===== config.mk =====
export PLATFORM = sky130hd
export DESIGN_NAME = pc_fetch_unit
export DESIGN_NICKNAME = d
export VERILOG_FILES = /design/src/rtl/fetch_pkg.sv /design/src/rtl/fetch_queue.sv /design/src/rtl/pc_fetch_unit.sv
export SDC_FILE = /design/constraint.sdc
export NUM_CORES = 1
export LEC_CHECK = 0
export CAP_MARGIN = 20
export CORE_AREA = 4 4 226 228
export CTS_BUF_LIST = sky130_fd_sc_hd__clkbuf_4
export DETAILED_ROUTE_END_ITERATION = 8
export DIE_AREA = 0 0 230 232
export HOLD_SLACK_MARGIN = 0.1
export PLACE_DENSITY_LB_ADDON = 0.25
export RECOVER_POWER = 25
export SYNTH_ARGS = -nofsm -noshare
export SYNTH_HDL_FRONTEND = slang
export SYNTH_HIERARCHICAL = 1
export SYNTH_SLANG_ARGS = --single-unit
export TNS_END_PERCENT = 10

===== constraint.sdc =====
create_clock -name clk -period 4.75 [get_ports clk]
set_clock_uncertainty 0.2 [all_clocks]
set_input_delay 0.95 -clock clk [delete_from_list [all_inputs] [get_ports clk]]
set_output_delay 0.95 -clock clk [all_outputs]
set_load 0.005 [all_outputs]

===== src/rtl/fetch_pkg.sv =====
// Shared types, constants and helpers for the instruction-fetch front end.
package fetch_pkg;

    // Widest address the immediate helper supports.
    localparam int unsigned MAX_ADDR_W = 64;

    localparam int unsigned INST_BYTES = 4;
    localparam int unsigned WORD_SHIFT = 2;

    typedef enum logic [1:0] {
        RD_COND   = 2'b00,
        RD_UNCOND = 2'b01,
        RD_REG    = 2'b10,
        RD_RSVD   = 2'b11
    } redirect_mode_t;

    // Sign-extend the low 'width' bits of imm and scale the word offset to bytes.
    function automatic logic [MAX_ADDR_W-1:0] sext_shift(input logic [MAX_ADDR_W-1:0] imm,
                                                         input int unsigned           width);
        logic [MAX_ADDR_W-1:0] mask;
        logic                  sign;
        mask = (MAX_ADDR_W'(1) << width) - MAX_ADDR_W'(1);
        if (width >= MAX_ADDR_W) begin
            mask = '1;
        end
        sign = imm[6'(width - 32'd1)];
        return ((imm & mask) | (~mask & {MAX_ADDR_W{sign}})) << WORD_SHIFT;
    endfunction

endpackage


===== src/rtl/fetch_queue.sv =====
// Circular-buffer FIFO holding fetched {instruction, pc} pairs; flush empties it.
module fetch_queue #(
    parameter int unsigned WIDTH = 96,
    parameter int unsigned DEPTH = 4,
    localparam int unsigned PtrW = $clog2(DEPTH),
    localparam int unsigned CntW = $clog2(DEPTH + 1)
) (
    input  logic             clk,
    input  logic             reset,
    input  logic             push,
    input  logic [WIDTH-1:0] wdata,
    input  logic             pop,
    input  logic             flush,
    output logic [WIDTH-1:0] rdata,
    output logic [CntW-1:0]  count,
    output logic             empty,
    output logic             full
);

    logic [WIDTH-1:0] mem_q [DEPTH];
    logic [PtrW-1:0]  wr_ptr_q, wr_ptr_d;
    logic [PtrW-1:0]  rd_ptr_q, rd_ptr_d;
    logic [CntW-1:0]  count_q, count_d;
    logic             do_push, do_pop;

    // Explicit wrap so non-power-of-two depths work.
    function automatic logic [PtrW-1:0] next_ptr(input logic [PtrW-1:0] ptr);
        return (ptr == PtrW'(DEPTH - 1)) ? '0 : ptr + PtrW'(1);
    endfunction

    assign empty = (count_q == '0);
    assign full  = (count_q == CntW'(DEPTH));
    assign count = count_q;
    assign rdata = mem_q[rd_ptr_q];

    // Next-state pointers and occupancy; flush overrides push and pop.
    always_comb begin
        wr_ptr_d = wr_ptr_q;
        rd_ptr_d = rd_ptr_q;
        count_d  = count_q;
        do_push  = push && !flush;
        do_pop   = pop && !flush && !empty;
        if (flush) begin
            wr_ptr_d = '0;
            rd_ptr_d = '0;
            count_d  = '0;
        end else begin
            if (do_push) wr_ptr_d = next_ptr(wr_ptr_q);
            if (do_pop)  rd_ptr_d = next_ptr(rd_ptr_q);
            if (do_push && !do_pop) count_d = count_q + CntW'(1);
            if (!do_push && do_pop) count_d = count_q - CntW'(1);
        end
    end

    // Pointer and count registers.
    always_ff @(posedge clk or posedge reset) begin
        if (reset) begin
            wr_ptr_q <= '0;
            rd_ptr_q <= '0;
            count_q  <= '0;
        end else begin
            wr_ptr_q <= wr_ptr_d;
            rd_ptr_q <= rd_ptr_d;
            count_q  <= count_d;
        end
    end

    // Storage needs no reset; count gates its visibility.
    always_ff @(posedge clk) begin
        if (do_push) mem_q[wr_ptr_q] <= wdata;
    end

endmodule


===== src/rtl/pc_fetch_unit.sv =====
// Fetch front end: PC register, branch target logic, one-deep imem pipeline and fetch queue.
module pc_fetch_unit
    import fetch_pkg::*;
#(
    parameter int unsigned       ADDR_W       = 64,
    parameter int unsigned       INST_W       = 32,
    parameter int unsigned       IMM_COND_W   = 19,
    parameter int unsigned       IMM_UNCOND_W = 26,
    parameter int unsigned       FQ_DEPTH     = 4,
    parameter logic [ADDR_W-1:0] RESET_PC     = '0
) (
    input  logic                    clk,
    input  logic                    reset,
    input  logic                    redirect_valid,
    input  logic [1:0]              redirect_mode,
    input  logic [ADDR_W-1:0]       redirect_pc,
    input  logic [IMM_COND_W-1:0]   imm_cond,
    input  logic [IMM_UNCOND_W-1:0] imm_uncond,
    input  logic [ADDR_W-1:0]       redirect_reg,
    output logic                    imem_req,
    output logic [ADDR_W-1:0]       imem_addr,
    input  logic [INST_W-1:0]       imem_rdata,
    output logic                    dec_valid,
    output logic [INST_W-1:0]       dec_inst,
    output logic [ADDR_W-1:0]       dec_pc,
    input  logic                    dec_ready,
    output logic                    redirect_misaligned
);

    localparam int unsigned CntW = $clog2(FQ_DEPTH + 1);
    localparam int unsigned QW   = INST_W + ADDR_W;

    logic [ADDR_W-1:0] fetch_pc_q, fetch_pc_d;
    logic [ADDR_W-1:0] inflight_pc_q, inflight_pc_d;
    logic              inflight_q, inflight_d;
    logic              misaligned_q, misaligned_d;
    logic [ADDR_W-1:0] target;
    logic [CntW:0]     occupancy;
    logic              issue, push, pop;
    logic [QW-1:0]     q_rdata;
    logic [CntW-1:0]   q_count;
    logic              q_empty, q_full;

    // Branch target selection; reserved mode behaves as register mode.
    always_comb begin
        target = {redirect_reg[ADDR_W-1:2], 2'b00};
        unique case (redirect_mode_t'(redirect_mode))
            RD_COND:   target = redirect_pc
                              + ADDR_W'(sext_shift(MAX_ADDR_W'(imm_cond), IMM_COND_W));
            RD_UNCOND: target = redirect_pc
                              + ADDR_W'(sext_shift(MAX_ADDR_W'(imm_uncond), IMM_UNCOND_W));
            RD_REG, RD_RSVD: target = {redirect_reg[ADDR_W-1:2], 2'b00};
        endcase
    end

    // Entries already queued plus the one in flight must leave room for a new response.
    assign occupancy = {1'b0, q_count} + (CntW + 1)'(inflight_q);
    assign issue     = !reset && !redirect_valid && (occupancy < (CntW + 1)'(FQ_DEPTH));
    assign push      = inflight_q && !redirect_valid;
    assign pop       = dec_valid && dec_ready;

    assign imem_req            = issue;
    assign imem_addr           = fetch_pc_q;
    assign dec_valid           = !q_empty && !redirect_valid;
    assign dec_inst            = q_rdata[QW-1 -: INST_W];
    assign dec_pc              = q_rdata[ADDR_W-1:0];
    assign redirect_misaligned = misaligned_q;

    // PC advance / redirect and in-flight tracking.
    always_comb begin
        fetch_pc_d    = fetch_pc_q;
        inflight_d    = issue;
        inflight_pc_d = inflight_pc_q;
        misaligned_d  = redirect_valid && redirect_mode[1] && (|redirect_reg[1:0]);
        if (redirect_valid) begin
            fetch_pc_d = target;
        end else if (issue) begin
            fetch_pc_d    = fetch_pc_q + ADDR_W'(INST_BYTES);
            inflight_pc_d = fetch_pc_q;
        end
    end

    // Front-end state registers.
    always_ff @(posedge clk or posedge reset) begin
        if (reset) begin
            fetch_pc_q    <= RESET_PC;
            inflight_q    <= 1'b0;
            inflight_pc_q <= '0;
            misaligned_q  <= 1'b0;
        end else begin
            fetch_pc_q    <= fetch_pc_d;
            inflight_q    <= inflight_d;
            inflight_pc_q <= inflight_pc_d;
            misaligned_q  <= misaligned_d;
        end
    end

    // The issue rule must never let a response land in a full queue.
    always_ff @(posedge clk) begin
        if (!reset) begin
            assert (!(push && q_full)) else $error("fetch queue overflow");
        end
    end

    fetch_queue #(
        .WIDTH(QW),
        .DEPTH(FQ_DEPTH)
    ) u_fetch_queue (
        .clk  (clk),
        .reset(reset),
        .push (push),
        .wdata({imem_rdata, inflight_pc_q}),
        .pop  (pop),
        .flush(redirect_valid),
        .rdata(q_rdata),
        .count(q_count),
        .empty(q_empty),
        .full (q_full)
    );

endmodule


Word level (Yosys, flattened, before mapping)
Memories as Yosys holds them, arrays and structs flattened.
Cells that the tools add are included.
{"block": "word_totals", "regBits": 137, "ramBits": 384, "in_bits": 211, "out_inout_bits": 163, "n_memories": 1}
{"name": "u_fetch_queue.mem_q", "words": 4, "word_bits": 96, "read_ports": 1, "rd_clocked_by_memory_dff": 0, "write_ports": 1, "line": "fetch_queue.sv:20", "text": "logic [WIDTH-1:0] mem_q [DEPTH];"}
{"block": "classes", "n_addsub": 8, "magnitude_cmp": 1, "n_eq_ne": 5, "n_mux": 14, "bitwise_logic": 3, "n_reduce_logical": 26}
{"op": "case mux 64 bit (3 select lines)", "count": 1}
{"op": "adder 64 bit", "count": 2}
{"op": "2-to-1 mux 64 bit", "count": 2}
{"op": "adder 64 x 3 -> 64 bit (second input constant)", "count": 1}
{"op": "OR 19 x 62 -> 62 bit", "count": 1}
{"op": "OR 26 x 62 -> 62 bit", "count": 1}
{"op": "logical AND 1 bit", "count": 12}
{"op": "2-to-1 mux 2 bit", "count": 6}
{"op": "2-to-1 mux 3 bit", "count": 3}
{"op": "== test 2 bit (second input constant)", "count": 4}
{"op": "nonzero test 2 bit", "count": 3}
{"op": "zero test 1 bit", "count": 5}
{"op": "adder 2 x 1 -> 2 bit (second input constant)", "count": 2}
{"op": "adder 3 x 1 -> 4 bit", "count": 1}
{"op": "< comparator 4 x 3 -> 1 bit (second input constant)", "count": 1}
{"op": "OR reduction 2 bit", "count": 2}
{"op": "adder 3 x 1 -> 3 bit (second input constant)", "count": 1}
{"op": "zero test 3 bit", "count": 1}
{"op": "nonzero test 3 bit", "count": 1}
{"op": "subtractor 3 x 1 -> 3 bit (second input constant)", "count": 1}
{"op": "== test 2 x 1 -> 1 bit (second input constant)", "count": 1}
{"op": "zero test 2 bit", "count": 1}
{"op": "2-to-1 mux 1 bit", "count": 2}
{"op": "AND reduction 2 bit", "count": 1}
{"op": "NOT 1 bit", "count": 1}

Longest topological paths before layout
{"block": "depth", "word_depth": 11, "ltp_mapped": 18}

Hierarchy
Netlist, hierarchy kept.
{"module": "fetch_queue", "instances": 1, "cells_per_inst": 565, "area_each_um2": 14412.6, "seq_area_each_um2": 11706.2}
{"module": "pc_fetch_unit", "instances": 1, "cells_per_inst": 1394, "area_each_um2": 10383.7, "seq_area_each_um2": 3253.1}

Worst setup path after synthesis
OpenSTA, ideal clock, no wires.
{"block": "synth_timing", "kind": "input-to-reg", "from": "input port redirect_mode[1]", "to": "register fetch_pc_q[63], in the netlist imem_addr[63]", "setup_ps": 128, "arrival_time_ps": 4758, "t_required_ps": 4422, "setup_slack_ps": -336, "path_stages": 17, "path_cell_list": "nand2b_1 clkbuf_1 and2_1 clkbuf_1 a21o_1 ha_1 clkbuf_1 a21oi_1 o21ai_0 a31oi_1 o21ai_0 a221oi_1 o21a_1 o311ai_0 nand2_1 o2111a_1 nor3_1"}
{"block": "synth_via", "elab_chain_cells": 4}
{"item": "from (decl)", "line": "pc_fetch_unit.sv:15", "text": "input logic [1:0] redirect_mode,"}
{"item": "== test 2 bit", "line": "pc_fetch_unit.sv:47", "text": "unique case (redirect_mode_t'(redirect_mode))"}
{"item": "OR reduction 2 bit", "line": "pc_fetch_unit.sv:47"}
{"item": "case mux 64 bit (3 select lines) *", "line": "pc_fetch_unit.sv:47"}
{"item": "2-to-1 mux 64 bit *", "line": "pc_fetch_unit.sv:75", "text": "if (redirect_valid) begin"}
{"item": "to (signal assigned)", "line": "pc_fetch_unit.sv:91", "text": "fetch_pc_q <= fetch_pc_d;"}
{"item": "to (decl)", "line": "pc_fetch_unit.sv:33", "text": "logic [ADDR_W-1:0] fetch_pc_q, fetch_pc_d;"}
Every way passes the cells marked *; elsewhere a longest branch is shown, timed or not.
A chain may end at the register's enable or synchronous reset.

Final worst setup path
{"block": "layout_timing", "from": "input port redirect_mode[0]", "to": "register fetch_pc_q[60], in the netlist imem_addr[60]"}
Same word-level chain as after synthesis.

==> results.yml <==
run_status:
  outcome: "complete, no violations"
floorplan:
  coreArea_mm2: 0.0488
  start_util: 0.507
  row_count: 81
  fp.dieArea_mm2: 0.0534
  die_w_um: 230
  boundaryPins: 374
  die_y_um: 232
placed_design:
  io_buffers: 373
  gp_congestion: 0.931
  place_ws_ns: -0.533
  dpl.hpwl_um: 50800
  dpl_cell_area_mm2: 0.0308
worst_setup_path:
  cpPeakStageDelay_ns: 0.49
  cp_slowest_cell: "clkdlybuf4s50_1"
  cp_common_cell: "nand2_1"
  critPathMaxFanout: 9
  crit_buf_inv: 2
  end_kind: "flip-flop"
  path_delay_family: "compound AO/OA/AOI/OAI gates"
  crit_chain: "clkdlybuf4s50_1, nand2b_1, buf_4, nand2_1, nand2_1, ha_1, nand2_1, or3_1, a211oi_1, o211ai_1, a21boi_0, o21ai_1, o31ai_1, nand4_1, a21o_1, a211oi_1"
  setup.worst_path.start_class: "input port"
  worstPathArrival_ns: 5.02
  cp_data_required_time_ns: 5.28
  path_class: "input port to flip-flop"
cts:
  clkLatencyLatePin_ns: 0.82
  root_buffer: "clkbuf_4"
  cts_buffer_depth: 3
  cts_tree: "yes"
  post_cts.repair.setup_buffers: 0
  htreeDepth: 3
  holdBufCountCts: 0
  cts_inserted_buffers: 116
  clk_pin_slew_ns: 0.08
  clkSinkCount: 521
  cts_resized: 0
sta:
  rsz0062_at_grt: "false"
  drv_slew: 0
  hold_viol: 0
  fmax_ghz: 0.223
  fin_crit_sh: 0.944
  worstMarginPinSlew_ns: 0.836
  fin_ws_ns: 0.268
  slew_headroom: 0.442
  fin_crit_ns: 4.48
  final-setup-viol-count: 0
detailed_routing:
  vias: 18318
  ant_nets: 0
  drcViolationCount: 0
  wl_per_cell_um: 20.6
  routed_wl_um: 69000
  viasPerCell: 5.47
  drtIter0Drc: 1538
  drt_first_pass_iters: 5
finish:
  nets: 2868
  final_area_mm2: 0.0323
  drive_gt1_frac: 0.200
  syn_to_final_growth_pct: 30.3
global_routing:
  grt.total_usage: 0.259
  antenna_found_initial: 3
  overflow: 0
  grt_pass1_vias: 18630
  grt_max_degree: 85
  grt_pass1_wl_um: 107000
logic_synthesis:
  ys.warnings.count: 6
  synth_nets: 2243
  syn_area_mm2: 0.0248
  syn_inst: 1957
  syn_area_per_cell_um2: 12.7
power:
  cellPowerDensity_mw_per_mm2: 338
  p_leak_uw: 0.0124
  power_uw: 10900
  peakVddDrop_mv: 0.174
job:
  max-cap-violations: 0
worst_hold_path:
  hold_class: "flip-flop to flip-flop"
[registers in the layout, indices dropped and copies added, names as in the netlist]
signal / count
u_fetch_queue/mem_q: 384
imem_addr: 64
inflight_pc_q: 64
u_fetch_queue/count: 3
u_fetch_queue/rd_ptr_q: 2
u_fetch_queue/wr_ptr_q: 2
inflight_q: 1
redirect_misaligned: 1
[through the flow]
stage	setup TNS [ns]	hold slack (ns)	utilization	instances
finish	0	0.305	0.661	3350
global route	0	0.308	0.661	3350
CTS	0	0.250	0.661	3347
detailed placement	-7.28	0.303	0.630	3128
global placement	-5.17	0.290	0.630	3128
floorplan	-90.84	0.276	-	1957
[path summary, 6_finish.rpt]
path                                               startpoint                              endpoint  slack [ns]  cells past startpoint
worst max-delay path                         redirect_mode[0]             imem_addr[60]$_DFFE_PP0N_        0.27                     16
worst min-delay path            inflight_pc_q[18]$_DFFE_PP0P_  u_fetch_queue/mem_q[3][18]$_DFFE_PP_        0.30                      0
worst max register to register       imem_addr[2]$_DFFE_PP0N_             imem_addr[63]$_DFFE_PP0N_        1.13                     11
worst min register to register  inflight_pc_q[18]$_DFFE_PP0P_  u_fetch_queue/mem_q[3][18]$_DFFE_PP_        0.30                      0
max in group asynchronous                               reset         inflight_pc_q[63]$_DFFE_PP0P_        2.92                      3
min in group asynchronous                               reset    u_fetch_queue/count[1]$_DFFE_PP0P_        0.42                      2
[worst register-to-register path: cells and delay by family (launching register included)]
family	cells	cell delay, ns
simple gates	8	2.37
buf+inv	1	0.21
compound gates	1	0.09
xor+xnor	1	0.22
flops	1	0.45
[where the power goes]
group	switching [µW]	internal, µW	total (µW)
Combinational	970	1030	2000
Clock	1690	1660	3350
Sequential	345	5230	5580
[routing by layer]
layer  global-route usage  vias to the layer above  part of all wire
met5                    0                        -                 0
met4               0.0667                        0             0.018
met3               0.0498                       79             0.075
li1                     -                     8636                 -
met2                0.409                      708              0.47
met1                0.374                     8895              0.44
[final cells by class]
class                   instances  area [µm²]
diodes                          3        7.51
clock buffers                 156        1170
clock inverters                63         322
fillers                      3725       16600
inverters                      27         106
multi-input cells            1315        9320
flip-flops and latches        521       15000
well taps                     664         831
repair buffers                601        5560
[layout by cell type (no fill, tap or decap), drive strengths merged, types with 27 or more instances in the layout]
cell type	count
clkinv	58
inv	28
ha	73
nand4	27
xor2	39
edfxtp	384
o21ai	79
xnor2	58
clkbuf	156
nor2	127
buf	230
dfrtp	137
a21oi	135
mux4	96
nand2	359
nand3	48
clkdlybuf4s50	357
a21o	35
Note: power is estimated with default switching activity, not from simulation.
